## src/rtl/passcode_transmitter.sv

```systemverilog
// passcode_transmitter: serialises a CODE_W-bit passcode MSB-first to the
// lock's data input, then watches the lock's unlock output in a bounded
// window and reports granted/denied with a one-cycle done pulse.
//
// Ports:
//   clk, asyncReset           clock (rising edge), async active-high reset
//   codeIn/codeValid/codeReady passcode handshake, accepted only in IDLE
//   serialOut, serialActive   registered serial bit, high while shifting
//   unlockIn                  lock unlock output, looked at only in RESP
//   done, granted             result pulse and held result
//   attemptCnt                attempts used (0 unless PASSCODE_RETRY_EN)
//
// Optional feature: define PASSCODE_RETRY_EN to resend the latched code
// up to MAX_RETRY extra times after a denial.
module passcode_transmitter #(
    parameter int   CODE_W    = 4,
    parameter int   BIT_DIV   = 1,
    parameter int   RESP_WAIT = 4,
    parameter int   GAP       = 2,
    parameter logic IDLE_LVL  = 1'b0,
    parameter int   MAX_RETRY = 2
) (
    input  logic              clk,
    input  logic              asyncReset,
    input  logic [CODE_W-1:0] codeIn,
    input  logic              codeValid,
    output logic              codeReady,
    output logic              serialOut,
    output logic              serialActive,
    input  logic              unlockIn,
    output logic              done,
    output logic              granted,
    output logic [1:0]        attemptCnt
);

    localparam int DW = $clog2(BIT_DIV) + 1;
    localparam int BW = $clog2(CODE_W) + 1;
    localparam int WW = $clog2(RESP_WAIT) + 1;
    localparam int GW = $clog2(GAP) + 1;

    localparam logic [DW-1:0] DIV_LAST = DW'(BIT_DIV - 1);
    localparam logic [BW-1:0] BIT_LAST = BW'(CODE_W - 1);
    localparam logic [WW-1:0] WIN_LAST = WW'(RESP_WAIT - 1);
    localparam logic [GW-1:0] GAP_LAST = GW'(GAP - 1);

    typedef enum logic [1:0] {
        ST_IDLE,
        ST_SHIFT,
        ST_RESP,
        ST_GAP
    } state_t;

    state_t            state, stateN;
    logic [CODE_W-1:0] codeReg, codeRegN;
    logic [CODE_W-1:0] shiftReg, shiftRegN;
    logic [DW-1:0]     divCnt, divCntN;
    logic [BW-1:0]     bitIdx, bitIdxN;
    logic [WW-1:0]     winCnt, winCntN;
    logic [GW-1:0]     gapCnt, gapCntN;
    logic              serialN, doneN, grantedN;

`ifdef PASSCODE_RETRY_EN
    logic [1:0] attemptReg, attemptN;
    logic       retryPending, retryN;
    assign attemptCnt = attemptReg;
`else
    logic unusedRetryCfg;
    assign unusedRetryCfg = (MAX_RETRY > 0);
    assign attemptCnt = 2'd0;
`endif

    assign codeReady    = (state == ST_IDLE);
    assign serialActive = (state == ST_SHIFT);

    always_ff @(posedge clk or posedge asyncReset) begin
        if (asyncReset) begin
            state     <= ST_IDLE;
            codeReg   <= '0;
            shiftReg  <= '0;
            divCnt    <= '0;
            bitIdx    <= '0;
            winCnt    <= '0;
            gapCnt    <= '0;
            serialOut <= IDLE_LVL;
            done      <= 1'b0;
            granted   <= 1'b0;
`ifdef PASSCODE_RETRY_EN
            attemptReg   <= 2'd0;
            retryPending <= 1'b0;
`endif
        end else begin
            state     <= stateN;
            codeReg   <= codeRegN;
            shiftReg  <= shiftRegN;
            divCnt    <= divCntN;
            bitIdx    <= bitIdxN;
            winCnt    <= winCntN;
            gapCnt    <= gapCntN;
            serialOut <= serialN;
            done      <= doneN;
            granted   <= grantedN;
`ifdef PASSCODE_RETRY_EN
            attemptReg   <= attemptN;
            retryPending <= retryN;
`endif
        end
    end

    always_comb begin
        stateN    = state;
        codeRegN  = codeReg;
        shiftRegN = shiftReg;
        divCntN   = divCnt;
        bitIdxN   = bitIdx;
        winCntN   = winCnt;
        gapCntN   = gapCnt;
        serialN   = serialOut;
        doneN     = 1'b0;
        grantedN  = granted;
`ifdef PASSCODE_RETRY_EN
        attemptN = attemptReg;
        retryN   = retryPending;
`endif
        unique case (state)
            ST_IDLE: begin
                if (codeValid) begin
                    // MSB goes out directly; the rest waits in shiftReg.
                    codeRegN  = codeIn;
                    shiftRegN = codeIn << 1;
                    serialN   = codeIn[CODE_W-1];
                    grantedN  = 1'b0;
                    divCntN   = '0;
                    bitIdxN   = '0;
                    stateN    = ST_SHIFT;
`ifdef PASSCODE_RETRY_EN
                    attemptN = 2'd1;
`endif
                end
            end
            ST_SHIFT: begin
                if (divCnt == DIV_LAST) begin
                    divCntN = '0;
                    if (bitIdx == BIT_LAST) begin
                        serialN = IDLE_LVL;
                        winCntN = '0;
                        stateN  = ST_RESP;
                    end else begin
                        bitIdxN   = bitIdx + BW'(1);
                        serialN   = shiftReg[CODE_W-1];
                        shiftRegN = shiftReg << 1;
                    end
                end else begin
                    divCntN = divCnt + DW'(1);
                end
            end
            ST_RESP: begin
                if (unlockIn) begin
                    grantedN = 1'b1;
                    doneN    = 1'b1;
                    gapCntN  = '0;
                    stateN   = ST_GAP;
`ifdef PASSCODE_RETRY_EN
                    retryN = 1'b0;
`endif
                end else if (winCnt == WIN_LAST) begin
                    grantedN = 1'b0;
                    gapCntN  = '0;
                    stateN   = ST_GAP;
`ifdef PASSCODE_RETRY_EN
                    if (int'(attemptReg) <= MAX_RETRY) begin
                        retryN = 1'b1;
                    end else begin
                        retryN = 1'b0;
                        doneN  = 1'b1;
                    end
`else
                    doneN = 1'b1;
`endif
                end else begin
                    winCntN = winCnt + WW'(1);
                end
            end
            ST_GAP: begin
                if (gapCnt == GAP_LAST) begin
`ifdef PASSCODE_RETRY_EN
                    if (retryPending) begin
                        // Resend: reload from the latched code.
                        shiftRegN = codeReg << 1;
                        serialN   = codeReg[CODE_W-1];
                        divCntN   = '0;
                        bitIdxN   = '0;
                        retryN    = 1'b0;
                        attemptN  = (attemptReg == 2'd3) ?
                                    2'd3 : attemptReg + 2'd1;
                        stateN    = ST_SHIFT;
                    end else begin
                        stateN = ST_IDLE;
                    end
`else
                    stateN = ST_IDLE;
`endif
                end else begin
                    gapCntN = gapCnt + GW'(1);
                end
            end
        endcase
    end

endmodule

```

## config.mk

```make
export PLATFORM = sky130hd
export DESIGN_NAME = passcode_transmitter
export DESIGN_NICKNAME = d
export VERILOG_FILES = /design/src/rtl/passcode_transmitter.sv
export SDC_FILE = /design/constraint.sdc
export NUM_CORES = 1
export LEC_CHECK = 0
export ABC_AREA = 1
export BUFFER_PORTS_ARGS = -buffer_cell sky130_fd_sc_hd__buf_2
export CAP_MARGIN = 20
export CORE_UTILIZATION = 39
export CTS_CLUSTER_SIZE = 12
export DETAILED_ROUTE_END_ITERATION = 12
export SLEW_MARGIN = 15
export SYNTH_ARGS = -nofsm -noshare
export SYNTH_HDL_FRONTEND = slang
export SYNTH_SLANG_ARGS = --single-unit
```

## constraint.sdc

```tcl
create_clock -name clk -period 1.4 [get_ports clk]
set_input_delay 0.14 -clock clk [delete_from_list [all_inputs] [get_ports clk]]
set_output_delay 0.14 -clock clk [all_outputs]
set_load 0.05 [all_outputs]
```

==> qor.txt, run 1 <==
Status -> complete, no violations
Crit path capture type -> output port
Max-cap violations -> 0
Site Rows -> 17
Final setup vio count -> 0
Yosys cell types -> 18
Count of input and output buffers -> 12
Final Hold Fails -> 0
Max-slew headroom -> 0.585
Die Height -> 51.1 um
Iteration count of the initial detailed-routing pass -> 4
Max clock buf depth -> 2
Seq/Total Area, Yosys -> 0.427
Gpl congestion -> 0.760
DR vias -> 774
Inst Count DP -> 156
Layout Nets -> 158
Min cycle time layout -> 1370 ps
RSZ-0062 raised after global routing -> true
Hold Slack -> 75.9 ps
Initial antenna violation count -> 0
Static Leak -> 0.635 nW
Final wirelength -> 1.88 mm
Final worst-path setup slack -> 27.3 ps
CP Max Fanout -> 7
Synth warn -> 0
Slew @ Worst Pin -> 621 ps
Slew Limit Fails -> 0
Grt total ovfl -> 0
DP HPWL -> 1.28 mm
Critical path type -> flop to output port
Clk_lat worst skew -> 290 ps
Worst hold path class -> input pin to flop
H-tree depth -> 1
Area delta synth->final -> 28.1%
All-Layer GR Usage -> 0.158
Avg Inst Size Synth -> 8.02 um^2
Clock skew -> 7.04 ps
Vias per cell -> 4.63
Largest net degree at the start of global routing -> 17
WL/cell -> 11.3 um
DRC viols -> 0
IO Count -> 15
Syn Inst Count -> 117
Global-route wire length before repair -> 2.99 mm
Num CTS Buffers -> 3
Setup TNS -> 0 ps
Clock root buffer -> clkbuf_4
Die area -> 2610 um^2
Layout cell share with drive strength beyond 1 -> 0.345
CTS Sinks -> 16
Die width -> 51.1 um
Final Util -> 0.538
CTS tree -> yes
Pwr per Cell Area -> 2330 nW/um^2
DRT iter0 DRCs -> 17
Core Area -> 2230 um^2
# diodes -> 0
Tcrit/Tclk final -> 0.981
WP data arrival -> 1230 ps
Antenna Nets Post-Route -> 0
Vias in the first global route -> 711
Area of the mapped netlist -> 938 um^2
Worst VDD drop -> 1520 uV
Place WS -> 32.8 ps
Yosys reg bits -> 16
Startpoint types -> flop
Finished Layout Cells -> 167
Clock-pin transition on the worst setup and hold timing paths -> 100 ps
Initial Util -> 0.420
WP data required -> 1260 ps
Highest clock rate -> 0.728 GHz
[through the flow]
step / power [mW] / instance area [um^2]
after floorplan: 1.98 / 967
after global placement: 2.20 / 1040
after detailed placement: 2.23 / 1040
after CTS: 2.52 / 1080
after global routing: 3.05 / 1200
final: 2.80 / 1200
[what timing repair did]
action,CTS,global route
setup endpoints to repair,2,17
resized for setup,3,20
setup buffers,0,7
hold buffers,1,0
hold endpoints to repair,16,0
pin swaps,0,8
[layout make-up]
class	count	area, um^2
multi-input cells	82	529
well taps	28	35.0
clock buffers	3	22.5
inverters	17	63.8
fillers	218	1030
repair buffers	21	150
flip-flops and latches	16	402
[flip-flops by register name, summed over array words and instances (netlist names)]
register   flops
bitIdx         3
granted        1
state          2
winCnt         3
done           1
shiftReg       3
serialOut      1
gapCnt         2
[where the power goes]
| group | leakage [nW] | internal [mW] | total (mW) | switching (mW) |
|---|---|---|---|---|
| Clock | 0.0138 | 0.0999 | 0.246 | 0.146 |
| Combinational | 0.413 | 0.702 | 1.80 | 1.10 |
| Sequential | 0.208 | 0.651 | 0.757 | 0.106 |
| Total | 0.635 | 1.45 | 2.80 | 1.35 |
[cell usage in the layout, fill, tap and decap left out]
cell and n:
buf_2 10, dfrtp_1 15, buf_6 2, conb_1 2, buf_8 1, inv_2 6, ha_1 4, nor2_2 3
inv_1 11, nand3_2 1, nand2_4 1, nand2_1 40, buf_4 7, a21oi_4 1, o211ai_4 1, o21ai_1 8
or2_1 2, dlygate4sd3_1 1, nand2_2 4, nand3_1 5, dfrtp_2 1, o21ai_2 2, clkbuf_4 3, ha_4 3
ha_2 2, nand4_1 3
[Yosys cell counts (all sizes together)]
library cell	instances	area [um^2]
o21ai	10	53.8
conb	1	3.75
inv	17	63.8
nor2	3	13.8
dfrtp	16	400
nand2	45	174
ha	9	113
or2	2	12.5
nand3	6	30.0
buf	3	26.3
o211ai	1	12.5
a21oi	1	16.3
nand4	3	18.8
[worst max-delay path: stages (launching register included)]
cell	delay, ps
dfrtp_2	430
inv_2	110
ha_4	240
buf_8	170
[worst paths after layout]
path | startpoint | endpoint | slack, ps | depth (start not counted)
min | codeIn[0] | shiftReg[1] | 80 | 3
max | state[1] | serialActive | 30 | 3
min reg2reg | bitIdx[2] | bitIdx[2] | 480 | 2
min in group asynchronous | asyncReset | serialOut | 460 | 3
max in group asynchronous | asyncReset | state[1] | 500 | 3
max reg2reg | state[0] | winCnt[0] | 70 | 7
[per-layer routing]
metal,global-route usage,vias up,part of all wire
met4,0.0833,0,0.015
li1,-,407,-
met2,0.246,11,0.48
met3,0.0357,4,0.026
met1,0.202,352,0.48
met5,0,-,0
[kinds of logic (layout without fill, tap and decap cells)]
family / after synthesis / in the layout / synth area share
fa+ha+maj: 9 / 9 / 0.120
flops: 16 / 16 / 0.427
other cells: 1 / 2 / 0.00400
compound gates: 12 / 12 / 0.0880
buf+inv: 20 / 41 / 0.0960
simple gates: 59 / 59 / 0.265
No activity file was read; power rests on OpenSTA's default activity.
==> run 2: changes to the inputs <==
--- a/config.mk
+++ b/config.mk
@@ -8,9 +8,13 @@
 export ABC_AREA = 1
 export BUFFER_PORTS_ARGS = -buffer_cell sky130_fd_sc_hd__buf_2
 export CAP_MARGIN = 20
+export CELL_PAD_IN_SITES_DETAIL_PLACEMENT = 0
+export CELL_PAD_IN_SITES_GLOBAL_PLACEMENT = 1
+export CORE_MARGIN = 4
 export CORE_UTILIZATION = 39
 export CTS_CLUSTER_SIZE = 12
 export DETAILED_ROUTE_END_ITERATION = 12
+export PLACE_DENSITY_LB_ADDON = 0.1
 export SLEW_MARGIN = 15
 export SYNTH_ARGS = -nofsm -noshare
 export SYNTH_HDL_FRONTEND = slang
==> constraint.sdc (replaced) <==
create_clock -name clk -period 1.4 [get_ports clk]
set_input_delay 0.07 -clock clk [delete_from_list [all_inputs] [get_ports clk]]
set_output_delay 0.07 -clock clk [all_outputs]
set_load 0.05 [all_outputs]
==> run 2 against run 1 <==
Against the previous run:
- cell area fell by 1.1%
- sequential cell count unchanged
- sequential power shrank 0.9%
- global-route usage decreased by 3.5 points
- setup slack gained 38 ps
==> qor.txt, run 2 (synthesis results as in run 1) <==
Slew @ Worst Pin -> 649 ps (+27.6 ps)
Layout cell share with drive strength beyond 1 -> 0.317 (-0.0288)
Core Area -> 2250 um^2 (+0.95%)
Commonest cells after routing, fill and taps aside -> nand2_1, dfrtp_1, inv_1
Clock root buffer -> clkbuf_4
DRC viols -> 0 (unchanged)
Global-route wire length before repair -> 3.22 mm (+7.9%)
Clk_lat worst skew -> 290 ps (about the same)
Vias per cell -> 4.53 (-2.2%)
Worst hold path class -> input pin to flop
Antenna Nets Post-Route -> 0 (unchanged)
Crit path cell chain -> buf_4 > ha_4 > buf_4 > buf_4 > nand2_1 > nand2_1 > nand3_1 > nand2_1
Final setup vio count -> 0 (unchanged)
Fillers -> 218 (unchanged)
Reg2reg path depth -> 8 (+1)
Final Power -> 2.77 mW (-1.1%)
Clock-pin transition on the worst setup and hold timing paths -> 100 ps (about the same)
Gpl congestion -> 0.778 (+2.4%)
Initial Util -> 0.416 (-0.00396)
Final Hold Fails -> 0 (unchanged)
Largest regs -> bitIdx x3, shiftReg x3, winCnt x3
Crit Reg-Reg Startpoint -> state[0]
Die Height -> 57.1 um (+12%)
Max incr delay on CP -> 390 ps (-40 ps)
Vias in the first global route -> 758 (+6.6%)
DRT iter0 DRCs -> 9 (-8)
Crit path capture type -> flop
Static Leak -> 0.635 nW (about the same)
Grt total ovfl -> 0 (unchanged)
Area delta synth->final -> 26.7%
Status -> complete, no violations
# diodes -> 0 (unchanged)
IO Count -> 15 (unchanged)
Tcrit/Tclk final -> 0.954 (-0.0268)
All-Layer GR Usage -> 0.123 (-0.0354)
DP HPWL -> 1.34 mm (+4.9%)
Critical path type -> flop to flop
Slew Limit Fails -> 0 (unchanged)
Reg2reg setup slack -> 60 ps (about the same)
Initial antenna violation count -> 0 (unchanged)
Hold Slack -> 49.1 ps (-26.8 ps)
Max-slew headroom -> 0.567 (-0.0184)
Num CTS Buffers -> 3 (unchanged)
CP max stage cell -> dfrtp_1
Startpoint types -> flop
WHS Endpoint -> done
CTS Sinks -> 16 (unchanged)
Max clock buf depth -> 2 (unchanged)
Die width -> 57.1 um (+12%)
Worst VDD drop -> 1160 uV (-24%)
RSZ-0062 raised after global routing -> true
WHS Path Cells -> 3 (unchanged)
R2R Path End -> shiftReg[2]
CP Max Fanout -> 7 (unchanged)
Final wirelength -> 1.83 mm (-3.0%)
CTS tree -> yes
Leading cell type in the layout, fill and taps excluded -> nand2_1
WP data required -> 1590 ps (+330 ps)
Highest clock rate -> 0.749 GHz (+2.8%)
Count of input and output buffers -> 12 (unchanged)
DR vias -> 757 (-2.2%)
Pwr per Cell Area -> 2330 nW/um^2 (about the same)
Min cycle time layout -> 1340 ps (-37.6 ps)
Largest net degree at the start of global routing -> 17 (unchanged)
WL/cell -> 10.9 um (-3.0%)
Iteration count of the initial detailed-routing pass -> 2 (-2)
HP Start -> unlockIn
Clock skew -> 3.49 ps (-3.55 ps)
Die area -> 3250 um^2 (+25%)
Max-cap violations -> 0 (unchanged)
Site Rows -> 17 (unchanged)
Layout Nets -> 157 (-0.63%)
WP data arrival -> 1530 ps (+300 ps)
Setup TNS -> 0 ps (unchanged)
H-tree depth -> 1 (unchanged)
[run 2: changes by cell type in the layout (fill, tap and decap cells not counted), sizes merged]
cell         delta
clkbuf          +1
buf             -2
dlygate4sd3     +1
[run 2: how the worst max path moves through the flow]
stage | startpoint | end | slack, ps | cells past startpoint
5_1_grt | state[0] | shiftReg[3] | -20 | 8
3_5_place_dp | winCnt[0] | granted | 30 | 7
2_1_floorplan | state[1] | winCnt[0] | 20 | 8
6_report | state[0] | shiftReg[2] | 60 | 8
4_1_cts | state[1] | codeReady | 3 | 3
3_3_place_gp | winCnt[0] | granted | 40 | 7
[run 2: final cells by class]
cell class / instances / area (um^2) / area share
Multi-Input combinational cell: 82 / 519 / 0.437
Timing Repair Buffer: 20 / 134 / 0.113
Tap cell: 28 / 35.0 / 0.0295
Inverter: 17 / 63.8 / 0.0537
Clock buffer: 4 / 36.3 / 0.0305
Sequential cell: 16 / 400 / 0.337
[run 2: power breakdown]
group | leakage (nW) | switching (mW) | total, mW | internal (mW)
logic | 0.405 | 1.06 | 1.71 | 0.650
clock network | 0.0210 | 0.157 | 0.315 | 0.158
registers | 0.209 | 0.102 | 0.750 | 0.648
total | 0.635 | 1.31 | 2.77 | 1.46
[run 2: metal layers]
layer	wire (um)	vias up	GRT usage
met3	67	3	0.0204
met5	0	-	0
li1	-	408	-
met1	922	335	0.174
met4	22	0	0.0497
met2	812	11	0.184
[run 2: repair_timing]
action	in CTS	in global routing
hold endpoints to repair	17	0
endpoints found under the setup margin	1	16
gates resized for setup	2	15
pin swaps	0	5
setup buffers	0	4
hold buffers	2	0
[run 2: worst max-delay path: cells and delay by family (launching register included)]
| family | cells | cell delay [ps] |
|---|---|---|
| AND/OR/NAND/NOR | 4 | 230 |
| adder cells (fa/ha/maj) | 1 | 200 |
| flip-flops | 1 | 390 |
| buffers and inverters | 3 | 420 |
[run 2: through the flow]
stage	util	worst slack, ps	std cells	instance area [um^2]
floorplan	-	24.2	118	967
global placement	0.466	42.6	157	1050
detailed placement	0.466	26.7	157	1050
CTS	0.494	3.46	163	1110
global route	0.527	-24.5	167	1190
finish	0.527	64.9	167	1190
